$ cat config.mk
export PLATFORM = sky130hd
export DESIGN_NAME = lsu_seq_ctrl_flat
export DESIGN_NICKNAME = d
export VERILOG_FILES = /design/src/rtl/lsu_seq_ctrl_if.sv /design/src/rtl/lsu_seq_ctrl.sv /design/src/flat_wrapper.sv
export SDC_FILE = /design/constraint.sdc
export NUM_CORES = 1
export LEC_CHECK = 0
export BUFFER_PORTS_ARGS = -buffer_cell sky130_fd_sc_hd__clkbuf_2
export CORE_MARGIN = 2
export CORE_UTILIZATION = 53
export DETAILED_ROUTE_END_ITERATION = 16
export PLACE_DENSITY = 0.91
export SLEW_MARGIN = 30
export SYNTH_ARGS = -nofsm -noshare
export SYNTH_HDL_FRONTEND = slang
export SYNTH_SLANG_ARGS = --single-unit
$ cat constraint.sdc
create_clock -name clk -period 5.9 [get_ports clk]
set_input_delay 0.295 -clock clk [delete_from_list [all_inputs] [get_ports clk]]
set_output_delay 0.295 -clock clk [all_outputs]
set_load 0.02 [all_outputs]
$ cat src/rtl/lsu_seq_ctrl_if.sv
// Data-memory request/response bus between the LSU sequencer (master) and memory (slave).
interface lsu_seq_ctrl_if;
  logic        dmem_req_valid;
  logic        dmem_req_ready;
  logic        dmem_req_we;
  logic [31:0] dmem_req_addr;
  logic [3:0]  dmem_req_be;
  logic [31:0] dmem_req_wdata;
  logic        dmem_rsp_valid;
  logic [31:0] dmem_rsp_rdata;

  modport master (
    output dmem_req_valid, dmem_req_we, dmem_req_addr, dmem_req_be, dmem_req_wdata,
    input  dmem_req_ready, dmem_rsp_valid, dmem_rsp_rdata
  );
  modport slave (
    input  dmem_req_valid, dmem_req_we, dmem_req_addr, dmem_req_be, dmem_req_wdata,
    output dmem_req_ready, dmem_rsp_valid, dmem_rsp_rdata
  );
endinterface

$ cat src/rtl/lsu_seq_ctrl.sv
// EX-stage load/store sequencer: IDLE -> REQ -> (WAIT) -> DONE, stalling the pipeline meanwhile.
// Optional MISALIGN_TRAP_EN: misaligned H/W accesses skip memory and flag misalign_out.
module lsu_seq_ctrl #(
  parameter int TIMEOUT_CYCLES = 255
) (
  input  logic        clk,
  input  logic        rst,
  input  logic        lsu_req_ex,
  input  logic        mem_write_sel_ex,
  input  logic [2:0]  lsu_op_ex,
  input  logic [31:0] mem_addr_ex,
  input  logic [31:0] mem_wdata_ex,
  output logic        lsu_stall,
  output logic        lsu_done,
  output logic [31:0] load_data_out,
  output logic        misalign_out,
  output logic        bus_err_out,
  lsu_seq_ctrl_if.master dmem
);

  localparam int CW = (TIMEOUT_CYCLES > 1) ? $clog2(TIMEOUT_CYCLES) : 1;

  typedef enum logic [1:0] {S_IDLE, S_REQ, S_WAIT, S_DONE} state_t;

  state_t         state_q, state_d;
  logic           we_q, we_d;
  logic [2:0]     op_q, op_d;
  logic [1:0]     off_q, off_d;
  logic [31:0]    addr_q, addr_d;
  logic [3:0]     be_q, be_d;
  logic [31:0]    wdata_q, wdata_d;
  logic [CW-1:0]  cnt_q, cnt_d;
  logic [31:0]    data_q, data_d;
  logic           err_q, err_d;

  // Lane placement of the incoming op; size comes from op[1:0] only (11 behaves as W).
  logic [1:0]  off_a;
  logic [3:0]  be_a;
  logic [31:0] wd_a;
  always_comb begin
    off_a = 2'b00;
    be_a  = 4'hF;
    wd_a  = mem_wdata_ex;
    case (lsu_op_ex[1:0])
      2'b00: begin
        off_a = mem_addr_ex[1:0];
        be_a  = 4'b0001 << mem_addr_ex[1:0];
        wd_a  = {4{mem_wdata_ex[7:0]}};
      end
      2'b01: begin
        off_a = {mem_addr_ex[1], 1'b0};
        be_a  = 4'b0011 << {mem_addr_ex[1], 1'b0};
        wd_a  = {2{mem_wdata_ex[15:0]}};
      end
      default: ;
    endcase
  end

`ifdef MISALIGN_TRAP_EN
  logic mis_a, mis_q, mis_d;
  assign mis_a = (lsu_op_ex[1:0] == 2'b01) ? mem_addr_ex[0] :
                 (lsu_op_ex[1]           ) ? |mem_addr_ex[1:0] : 1'b0;
  assign misalign_out = mis_q;
`else
  assign misalign_out = 1'b0;
`endif

  logic [31:0] sh;
  logic [31:0] ext;
  assign sh = dmem.dmem_rsp_rdata >> {off_q, 3'b000};
  always_comb begin
    case (op_q)
      3'b000:  ext = {{24{sh[7]}}, sh[7:0]};
      3'b001:  ext = {{16{sh[15]}}, sh[15:0]};
      3'b100:  ext = {24'h0, sh[7:0]};
      3'b101:  ext = {16'h0, sh[15:0]};
      default: ext = sh;
    endcase
  end

  always_comb begin
    state_d   = state_q;
    we_d      = we_q;
    op_d      = op_q;
    off_d     = off_q;
    addr_d    = addr_q;
    be_d      = be_q;
    wdata_d   = wdata_q;
    cnt_d     = cnt_q;
    data_d    = data_q;
    err_d     = err_q;
`ifdef MISALIGN_TRAP_EN
    mis_d     = mis_q;
`endif
    lsu_stall = 1'b0;
    case (state_q)
      S_IDLE: if (lsu_req_ex) begin
        lsu_stall = 1'b1;
        we_d      = mem_write_sel_ex;
        op_d      = lsu_op_ex;
        off_d     = off_a;
        addr_d    = {mem_addr_ex[31:2], 2'b00};
        be_d      = be_a;
        wdata_d   = wd_a;
        cnt_d     = '0;
        data_d    = '0;
        err_d     = 1'b0;
`ifdef MISALIGN_TRAP_EN
        mis_d     = mis_a;
        state_d   = mis_a ? S_DONE : S_REQ;
`else
        state_d   = S_REQ;
`endif
      end
      S_REQ: begin
        lsu_stall = 1'b1;
        if (dmem.dmem_req_ready) state_d = we_q ? S_DONE : S_WAIT;
      end
      S_WAIT: begin
        lsu_stall = 1'b1;
        cnt_d     = cnt_q + 1'b1;
        if (dmem.dmem_rsp_valid) begin
          data_d  = ext;
          state_d = S_DONE;
        end else if (TIMEOUT_CYCLES != 0 && cnt_q == CW'(TIMEOUT_CYCLES - 1)) begin
          err_d   = 1'b1;
          state_d = S_DONE;
        end
      end
      default: state_d = S_IDLE;
    endcase
  end

  always_ff @(posedge clk or posedge rst) begin
    if (rst) begin
      state_q <= S_IDLE;
      we_q    <= 1'b0;
      op_q    <= '0;
      off_q   <= '0;
      addr_q  <= '0;
      be_q    <= '0;
      wdata_q <= '0;
      cnt_q   <= '0;
      data_q  <= '0;
      err_q   <= 1'b0;
`ifdef MISALIGN_TRAP_EN
      mis_q   <= 1'b0;
`endif
    end else begin
      state_q <= state_d;
      we_q    <= we_d;
      op_q    <= op_d;
      off_q   <= off_d;
      addr_q  <= addr_d;
      be_q    <= be_d;
      wdata_q <= wdata_d;
      cnt_q   <= cnt_d;
      data_q  <= data_d;
      err_q   <= err_d;
`ifdef MISALIGN_TRAP_EN
      mis_q   <= mis_d;
`endif
    end
  end

  assign lsu_done            = (state_q == S_DONE);
  assign load_data_out       = data_q;
  assign bus_err_out         = err_q;
  assign dmem.dmem_req_valid = (state_q == S_REQ);
  assign dmem.dmem_req_we    = we_q;
  assign dmem.dmem_req_addr  = addr_q;
  assign dmem.dmem_req_be    = be_q;
  assign dmem.dmem_req_wdata = wdata_q;

endmodule

$ cat src/flat_wrapper.sv
// flat-port wrapper written by rule: the top's interface ports become plain ports
module lsu_seq_ctrl_flat 
#(
  parameter int TIMEOUT_CYCLES = 255
)
  (clk, rst, lsu_req_ex, mem_write_sel_ex, lsu_op_ex, mem_addr_ex, mem_wdata_ex, lsu_stall, lsu_done, load_data_out, misalign_out, bus_err_out, dmem_dmem_req_valid, dmem_dmem_req_we, dmem_dmem_req_addr, dmem_dmem_req_be, dmem_dmem_req_wdata, dmem_dmem_req_ready, dmem_dmem_rsp_valid, dmem_dmem_rsp_rdata);
  lsu_seq_ctrl_if dmem_i ();
  input  logic clk;
  input  logic rst;
  input  logic lsu_req_ex;
  input  logic mem_write_sel_ex;
  input  logic [2:0] lsu_op_ex;
  input  logic [31:0] mem_addr_ex;
  input  logic [31:0] mem_wdata_ex;
  output logic lsu_stall;
  output logic lsu_done;
  output logic [31:0] load_data_out;
  output logic misalign_out;
  output logic bus_err_out;
  output wire logic [$bits(dmem_i.dmem_req_valid)-1:0] dmem_dmem_req_valid;
  output wire logic [$bits(dmem_i.dmem_req_we)-1:0] dmem_dmem_req_we;
  output wire logic [$bits(dmem_i.dmem_req_addr)-1:0] dmem_dmem_req_addr;
  output wire logic [$bits(dmem_i.dmem_req_be)-1:0] dmem_dmem_req_be;
  output wire logic [$bits(dmem_i.dmem_req_wdata)-1:0] dmem_dmem_req_wdata;
  input wire logic [$bits(dmem_i.dmem_req_ready)-1:0] dmem_dmem_req_ready;
  input wire logic [$bits(dmem_i.dmem_rsp_valid)-1:0] dmem_dmem_rsp_valid;
  input wire logic [$bits(dmem_i.dmem_rsp_rdata)-1:0] dmem_dmem_rsp_rdata;
  assign dmem_dmem_req_valid = dmem_i.dmem_req_valid;
  assign dmem_dmem_req_we = dmem_i.dmem_req_we;
  assign dmem_dmem_req_addr = dmem_i.dmem_req_addr;
  assign dmem_dmem_req_be = dmem_i.dmem_req_be;
  assign dmem_dmem_req_wdata = dmem_i.dmem_req_wdata;
  assign dmem_i.dmem_req_ready = dmem_dmem_req_ready;
  assign dmem_i.dmem_rsp_valid = dmem_dmem_rsp_valid;
  assign dmem_i.dmem_rsp_rdata = dmem_dmem_rsp_rdata;
  lsu_seq_ctrl #(.TIMEOUT_CYCLES(TIMEOUT_CYCLES)) u_core (.clk(clk), .rst(rst), .lsu_req_ex(lsu_req_ex), .mem_write_sel_ex(mem_write_sel_ex), .lsu_op_ex(lsu_op_ex), .mem_addr_ex(mem_addr_ex), .mem_wdata_ex(mem_wdata_ex), .lsu_stall(lsu_stall), .lsu_done(lsu_done), .load_data_out(load_data_out), .misalign_out(misalign_out), .bus_err_out(bus_err_out), .dmem(dmem_i));
endmodule
==> summary.md, run 1 <==
| Metric | Value |
|---|---|
| DRT Pass-1 Iters | 4 |
| Via/cell ratio | 5.54 |
| Placed Area | 0.00650 mm^2 |
| First-pass GRT wire length | 23500 um |
| Detailed Place HPWL | 10100 um |
| Pins over their slew limit | 0 |
| Most common cell in the netlist | dfrtp_1 |
| Seq/Total Area, Yosys | 0.531 |
| Total wire length | 14400 um |
| CTS Buf Count | 17 |
| Core area | 0.00986 mm^2 |
| Layout cells sized above 1 | 0.449 |
| Top post-synthesis cells by area | dfrtp_1 53%, mux2_2 11%, mux2i_1 7.6%, o21ai_0 3.6%, a221o_1 3.0% |
| Remaining antenna violation count after routing | 0 |
| Setup TNS | 0 ns |
| Post-cts sizing count | 0 |
| Vias | 4499 |
| Critical Path AT | 2.96 ns |
| Sequential Power Share | 0.337 |
| Area leader, netlist | dfrtp_1 |
| Die height | 105 um |
| Initial core utilization | 0.550 |
| Final count of hold timing violations | 0 |
| Synth unique cells | 38 |
| Register area | 0.00288 mm^2 |
| RSZ-0062 raised after global routing | false |
| P_int | 2.53 mW |
| Fin util | 0.723 |
| DRT iter0 DRCs | 273 |
| CTS max path bufs | 2 |
| Seq cells post-synth | 115 |
| DRC Markers | 0 |
| Final clock period utilization by the worst path | 0.426 |
| Crit Path Class | reg -> reg |
| Pin slew with the least headroom to its limit | 0.843 ns |
| Status | finished, final reports clean |
| Final setup viols | 0 |
| Post-CTS Setup Bufs | 0 |
| Area share of the largest cell type after synthesis | 0.531 |
| Clock power frac | 0.242 |
| Post-Synthesis Cells | 469 |
| Most common library cells after synthesis | 115 x dfrtp_1, 53 x mux2_2, 41 x mux2i_1, 40 x nand2_1, 39 x o21ai_0 |
| Crit start category | flop |
| CTS Root Cell | clkbuf_8 |
| Multi-input gate area | 0.00239 mm^2 |
| Min Tclk post-route | 2.52 ns |
| Switching pwr | 1.70 mW |
| Routed length per placed instance | 17.8 um |
| Switch share | 0.402 |
| Number of enable flip-flop cells after synthesis | 0 |
| IO Count | 211 |
| Hold buffers post-CTS | 2 |
| Largest fanout on the critical path | 19 |
| Clock Latency Late Sink | 0.51 ns |
| Total GRT Usage | 0.270 |
| Die W | 105 um |
| Hold Worst Slack | 0.0164 ns |
| Total gr overflow | 0 |
| Max VDD drop | 0.000326 V |
| CTS tree | yes |
| Initial antenna violation count | 0 |
| Filler cells | 660 |
| FMAX | 0.397 GHz |
| Post-route cell area | 0.00713 mm^2 |
| Final #Nets | 778 |
| Required time of the critical path | 6.34 ns |
| PwrDens | 594 mW/mm^2 |
| Rows | 36 |
| Critical Path End Type | flop |
| Combinational share of power | 0.421 |
| Leakage | 3.57 nW |
| Syn avg cell area | 11.6 um^2 |
| Largest net degree at the start of global routing | 106 |
| Area Overhead vs Synth | 31.4% |
| Ys flop type | dfrtp_1 |
| Gp weighted congestion | 0.874 |
| Worst-path clk slew | 0.06 ns |
| Setup Skew | 0.00683 ns |
| Design Power | 4.23 mW |
| Maxcap violations | 0 |
| Worst rel slew slack | 0.438 |
| Synth warnings | 0 |
| H-tree levels | 4 |
| Synthesized area | 0.00542 mm^2 |
| Diode count | 0 |
| Hold crit path type | in -> reg |
| Clock Sinks | 115 |
| # port buffers | 207 |
| Asr flop ratio synth | 1.00 |
| Via count of the first global-routing pass | 4606 |
| Die ar. | 0.0111 mm^2 |
[layout by cell type (no fill, tap or decap), types with 3 or more instances in the layout]
cell       Yosys  routed
clkbuf_2       0     207
dfrtp_1      115     114
mux2_2        53      53
mux2i_1       41      41
o21ai_0       39      39
nand2_1       40      38
nor2_1        30      30
a21oi_1       27      27
a221o_1       16      16
clkbuf_16      0      16
o2bb2ai_1     15      15
nand3b_1       9       9
inv_1          8       7
ha_1           7       7
clkinv_2       0       5
nand4_1        4       4
clkbuf_8       0       4
nand2b_1       3       3
xor2_1         3       3
o221ai_1       3       3
conb_1         1       3
bufinv_16      0       3
[flip-flops by register name, summed over array words and instances (netlist names)]
signal                      count
u_core.dmem.dmem_req_wdata     32
u_core.load_data_out           32
u_core.dmem.dmem_req_addr      30
u_core.cnt_q                    8
u_core.dmem.dmem_req_be         4
u_core.op_q                     3
u_core.off_q                    2
u_core.state_q                  2
u_core.bus_err_out              1
u_core.dmem.dmem_req_we         1
[final timing paths]
check                                                from                             end  cells past startpoint  slack [ns]
setup / recovery                        u_core.state_q[0]        u_core.load_data_out[26]                      6        3.38
hold / removal                            mem_addr_ex[10]   u_core.dmem.dmem_req_addr[10]                      2        0.02
setup reg to reg                        u_core.state_q[0]        u_core.load_data_out[26]                      6        3.38
hold reg to reg            u_core.dmem.dmem_req_wdata[28]  u_core.dmem.dmem_req_wdata[28]                      2        0.49
max in group asynchronous                             rst                 u_core.off_q[1]                      4        4.19
min in group asynchronous                             rst   u_core.dmem.dmem_req_addr[24]                      3        0.40
[layout make-up]
cell class | count | area share
multi-input cells | 313 | 0.335
clock inverters | 10 | 0.0183
clock buffers | 22 | 0.0649
inverters | 8 | 0.00456
repair buffers | 211 | 0.150
flip-flops and latches | 115 | 0.404
well taps | 133 | 0.0233
[power groups by stage]
stage | Clock, mW | Sequential, mW | Combinational [mW]
2_1_floorplan | 0 | 1.75 | 0.853
3_3_place_gp | 0 | 1.40 | 1.71
3_5_place_dp | 0 | 1.42 | 1.77
4_1_cts | 1.04 | 1.42 | 1.79
5_1_grt | 1.07 | 1.47 | 1.93
6_report | 1.02 | 1.43 | 1.78
[stage by stage]
stage	setup slack, ns	cells
3_3_place_gp	3.15	778
6_report	3.38	812
3_5_place_dp	3.31	778
5_1_grt	3.18	812
2_1_floorplan	2.56	471
4_1_cts	3.30	812
[worst max-delay path, stage by stage (launching register included)]
cell and delay (ns):
dfrtp_1 0.43, inv_1 0.10, ha_1 0.35, nand2b_1 0.30
nand3_4 0.26, nor4bb_4 0.80, a221o_1 0.21
[routing by layer]
layer	vias up	global-route usage	share of wire
met3	36	0.0898	0.073
met1	2191	0.329	0.39
li1	2090	-	-
met5	-	0	0
met2	182	0.449	0.51
met4	0	0.0981	0.022
[cell families (layout without fill, tap and decap cells)]
group	count (synthesis)	count (layout)	share of synthesized area
simple gates	96	96	0.0854
xor+xnor	3	3	0.00485
other cells	1	3	0.000692
fa+ha+maj	7	7	0.0162
mux	96	96	0.194
buf+inv	43	251	0.0369
compound gates	108	108	0.131
flops	115	115	0.531
(Power assumes the default switching activity.)
==> run 2, diff against run 1 <==
Settings changed: ABC_AREA set to 1, CORE_UTILIZATION 53 to 45, PLACE_DENSITY 0.91 to 0.82.
Clock period 5.9 ns to 2.1 ns, I/O delays scaled along.
==> run 2 against run 1 <==
Combinational power rose to 3.2 times the previous value. Clock-buffer cell count down 3. Worst hold slack gained 0.048 ns. Final cell count is 45% higher. Clock power rose to 3.0 times the previous value. Synthesized area increased by 4.2%. Utilization shrank 4.9 points. First-iteration DRC count rose by 100%. Highest routed layer unchanged.
==> summary.md, run 2 <==
| Metric | Value |
|---|---|
| PwrDens | 1550 mW/mm^2 (+160%) |
| Top post-synthesis cells by area | dfrtp_1 51%, nand2_1 21%, o21ai_0 5.2%, nor2_1 3.0%, a21oi_1 2.8% |
| # port buffers | 207 (unchanged) |
| Initial antenna violation count | 0 (unchanged) |
| Rows | 40 (+11%) |
| Clock Latency Late Sink | 0.42 ns (-0.09 ns) |
| DRT Pass-1 Iters | 7 (+3) |
| DRT iter0 DRCs | 548 (+100%) |
| Critical Path End Type | output pin |
| Area share of the largest cell type after synthesis | 0.510 (-0.0212) |
| IO Count | 211 (unchanged) |
| Number of enable flip-flop cells after synthesis | 0 (unchanged) |
| Worst rel slew slack | 0.634 (+0.196) |
| Remaining antenna violation count after routing | 0 (unchanged) |
| CP max stage delay | 0.43 ns (-0.37 ns) |
| Pin slew with the least headroom to its limit | 0.546 ns (-0.296 ns) |
| Cells along the critical path | inv_1 -> ha_2 -> nand2_4 -> buf_12 -> a21oi_1 -> clkbuf_2 |
| Most common cell in the netlist | nand2_1 |
| Layout cells sized above 1 | 0.273 (-0.177) |
| Placed Area | 0.00682 mm^2 (+4.9%) |
| Total wire length | 18200 um (+26%) |
| Final std cells w/o fill | 1177 (+45%) |
| Multi-input gate area | 0.00237 mm^2 (-0.68%) |
| Ys flop type | dfrtp_1 |
| Via count of the first global-routing pass | 5833 (+27%) |
| CTS tree | yes |
| Post-route cell area | 0.00815 mm^2 (+14%) |
| Post-Synthesis Cells | 726 (+55%) |
| Setup TNS | 0 ns (unchanged) |
| Worst-path clk slew | 0.06 ns (about the same) |
| Commonest non-fill, non-tap cell in the layout | nand2_1 |
| DRC Markers | 0 (unchanged) |
| CP Buf/Inv Count | 3 (+2) |
| Pre-CTS setup slack | 0.281 ns (-3.03 ns) |
| Filler cells | 930 (+41%) |
| RSZ-0062 raised after global routing | false |
| Pins over their slew limit | 0 (unchanged) |
| Area Overhead vs Synth | 44.4% |
| Core area | 0.0121 mm^2 (+23%) |
| Hold crit path type | in -> reg |
| Detailed Place HPWL | 11400 um (+12%) |
| Initial core utilization | 0.466 (-0.0834) |
| Largest net degree at the start of global routing | 70 (-34%) |
| First-pass GRT wire length | 28400 um (+21%) |
| Area leader, netlist | dfrtp_1 |
| Largest fanout on the critical path | 35 (+16) |
| Required time of the critical path | 2.00 ns (-4.34 ns) |
| CP delay by family, top | buffers and inverters |
| Die ar. | 0.0135 mm^2 (+22%) |
| CTS max path bufs | 2 (unchanged) |
| Final setup viols | 0 (unchanged) |
| Die W | 116 um (+10%) |
| Gp weighted congestion | 0.900 (+3.0%) |
| Die height | 116 um (+10%) |
| Leakage | 4.43 nW (+24%) |
| CTS Root Cell | clkbuf_16 |
| Register area | 0.00288 mm^2 (about the same) |
| Setup ws final | 0.156 ns (-3.23 ns) |
| Synth unique cells | 30 (-21%) |
| Post-CTS Setup Bufs | 0 (unchanged) |
| Synth warnings | 0 (unchanged) |
| Critical Path AT | 1.84 ns (-1.12 ns) |
| Final count of hold timing violations | 0 (unchanged) |
| Slowest-stage cell, CP | dfrtp_1 |
| FMAX | 0.514 GHz |
| Final clock period utilization by the worst path | 0.926 |
| Final #Nets | 1108 (+42%) |
| H-tree levels | 4 (unchanged) |
| Seq cells post-synth | 115 (unchanged) |
| Vias | 6049 (+34%) |
| Most frequent cells in the layout | 312 x nand2_1, 207 x clkbuf_2, 115 x dfrtp_1, 67 x dlygate4sd3_1, 59 x o21ai_0 |
| Max VDD drop | 0.000800 V (+150%) |
| Total gr overflow | 0 (unchanged) |
| Total GRT Usage | 0.274 (+0.00426) |
| Routed length per placed instance | 15.4 um (-13%) |
| Asr flop ratio synth | 1.00 (unchanged) |
| Min Tclk post-route | 1.94 ns |
| Placed cells | 1077 (+38%) |
| Clock Sinks | 115 (unchanged) |
| CTS Buf Count | 17 (unchanged) |
| Most common library cells after synthesis | 312 x nand2_1, 115 x dfrtp_1, 59 x o21ai_0, 45 x nor2_1, 35 x inv_1 |
| Maxcap violations | 0 (unchanged) |
| Hold Worst Slack | 0.0646 ns (+0.0482 ns) |
| Crit start category | flop |
| Status | finished, final reports clean |
| Via/cell ratio | 5.14 (-7.2%) |
| Setup Skew | 0.00926 ns (+0.00243 ns) |
| Synthesized area | 0.00565 mm^2 (+4.2%) |
| Seq/Total Area, Yosys | 0.510 (-0.0212) |
| Diode count | 0 (unchanged) |
| Crit Path Class | reg -> out |
| Syn avg cell area | 7.78 um^2 (-33%) |
run 2: layout make-up:
type                            instances  area share
Clock buffer                           19      0.0543
Clock inverter                         13      0.0226
Inverter                               43      0.0209
Multi-Input combinational cell        530       0.291
Sequential cell                       115       0.353
Tap cell                              168      0.0258
Timing Repair Buffer                  289       0.233
run 2: what timing repair did:
item	4_1_cts	5_1_grt
endpoints found under the setup margin	0	1
endpoints found under the hold margin	82	0
gates resized for setup	0	2
hold buffers	67	0
run 2: cell families (layout without fill, tap and decap cells):
family	Yosys count	count (layout)	synth area share
XOR/XNOR	1	1	0.00155
AO/OA/AOI/OAI	124	124	0.118
AND/OR/NAND/NOR	395	395	0.281
other	1	3	0.000664
flip-flops	115	115	0.510
adder cells (fa/ha/maj)	7	7	0.0155
buffers and inverters	83	364	0.0736
run 2: worst paths after layout:
kind	depth (start not counted)	startpoint	to	slack, ns
min reg2reg	2	u_core.load_data_out[11]	u_core.load_data_out[11]	0.48
min	4	mem_addr_ex[1]	u_core.dmem.dmem_req_be[1]	0.06
max in group asynchronous	4	rst	u_core.dmem.dmem_req_be[0]	1.24
min in group asynchronous	3	rst	u_core.load_data_out[4]	0.25
max reg2reg	7	u_core.state_q[0]	u_core.dmem.dmem_req_wdata[26]	0.37
max	6	u_core.state_q[0]	lsu_stall	0.16
run 2: worst min-delay path: cells and delay by family:
| family | cells | cell delay, ns |
|---|---|---|
| buf+inv | 2 | 0.17 |
| compound gates | 2 | 0.17 |
run 2: metrics by stage:
| stage | power (mW) | util |
|---|---|---|
| 2_1_floorplan | 7.54 | - |
| 3_3_place_gp | 9.14 | 0.563 |
| 3_5_place_dp | 9.26 | 0.563 |
| 4_1_cts | 12.5 | 0.671 |
| 5_1_grt | 13.4 | 0.673 |
| 6_report | 12.6 | 0.673 |
run 2: where the power goes:
group          internal [mW]  total, mW  switching, mW  leakage [nW]
Combinational           1.86       5.61           3.76          2.68
Clock                   2.01       3.07           1.06         0.299
Sequential              3.21       3.94          0.728          1.45
Total                   7.08       12.6           5.55          4.43
run 2: layer usage:
layer  routed length, um  GRT usage  part of all wire  up-vias
met1                7210      0.337              0.40     2767
met2                8780      0.454              0.48      379
met4                 566      0.121             0.031        0
met5                   0          0                 0        -
li1                    -          -                 -     2844
met3                1620     0.0769             0.089       59
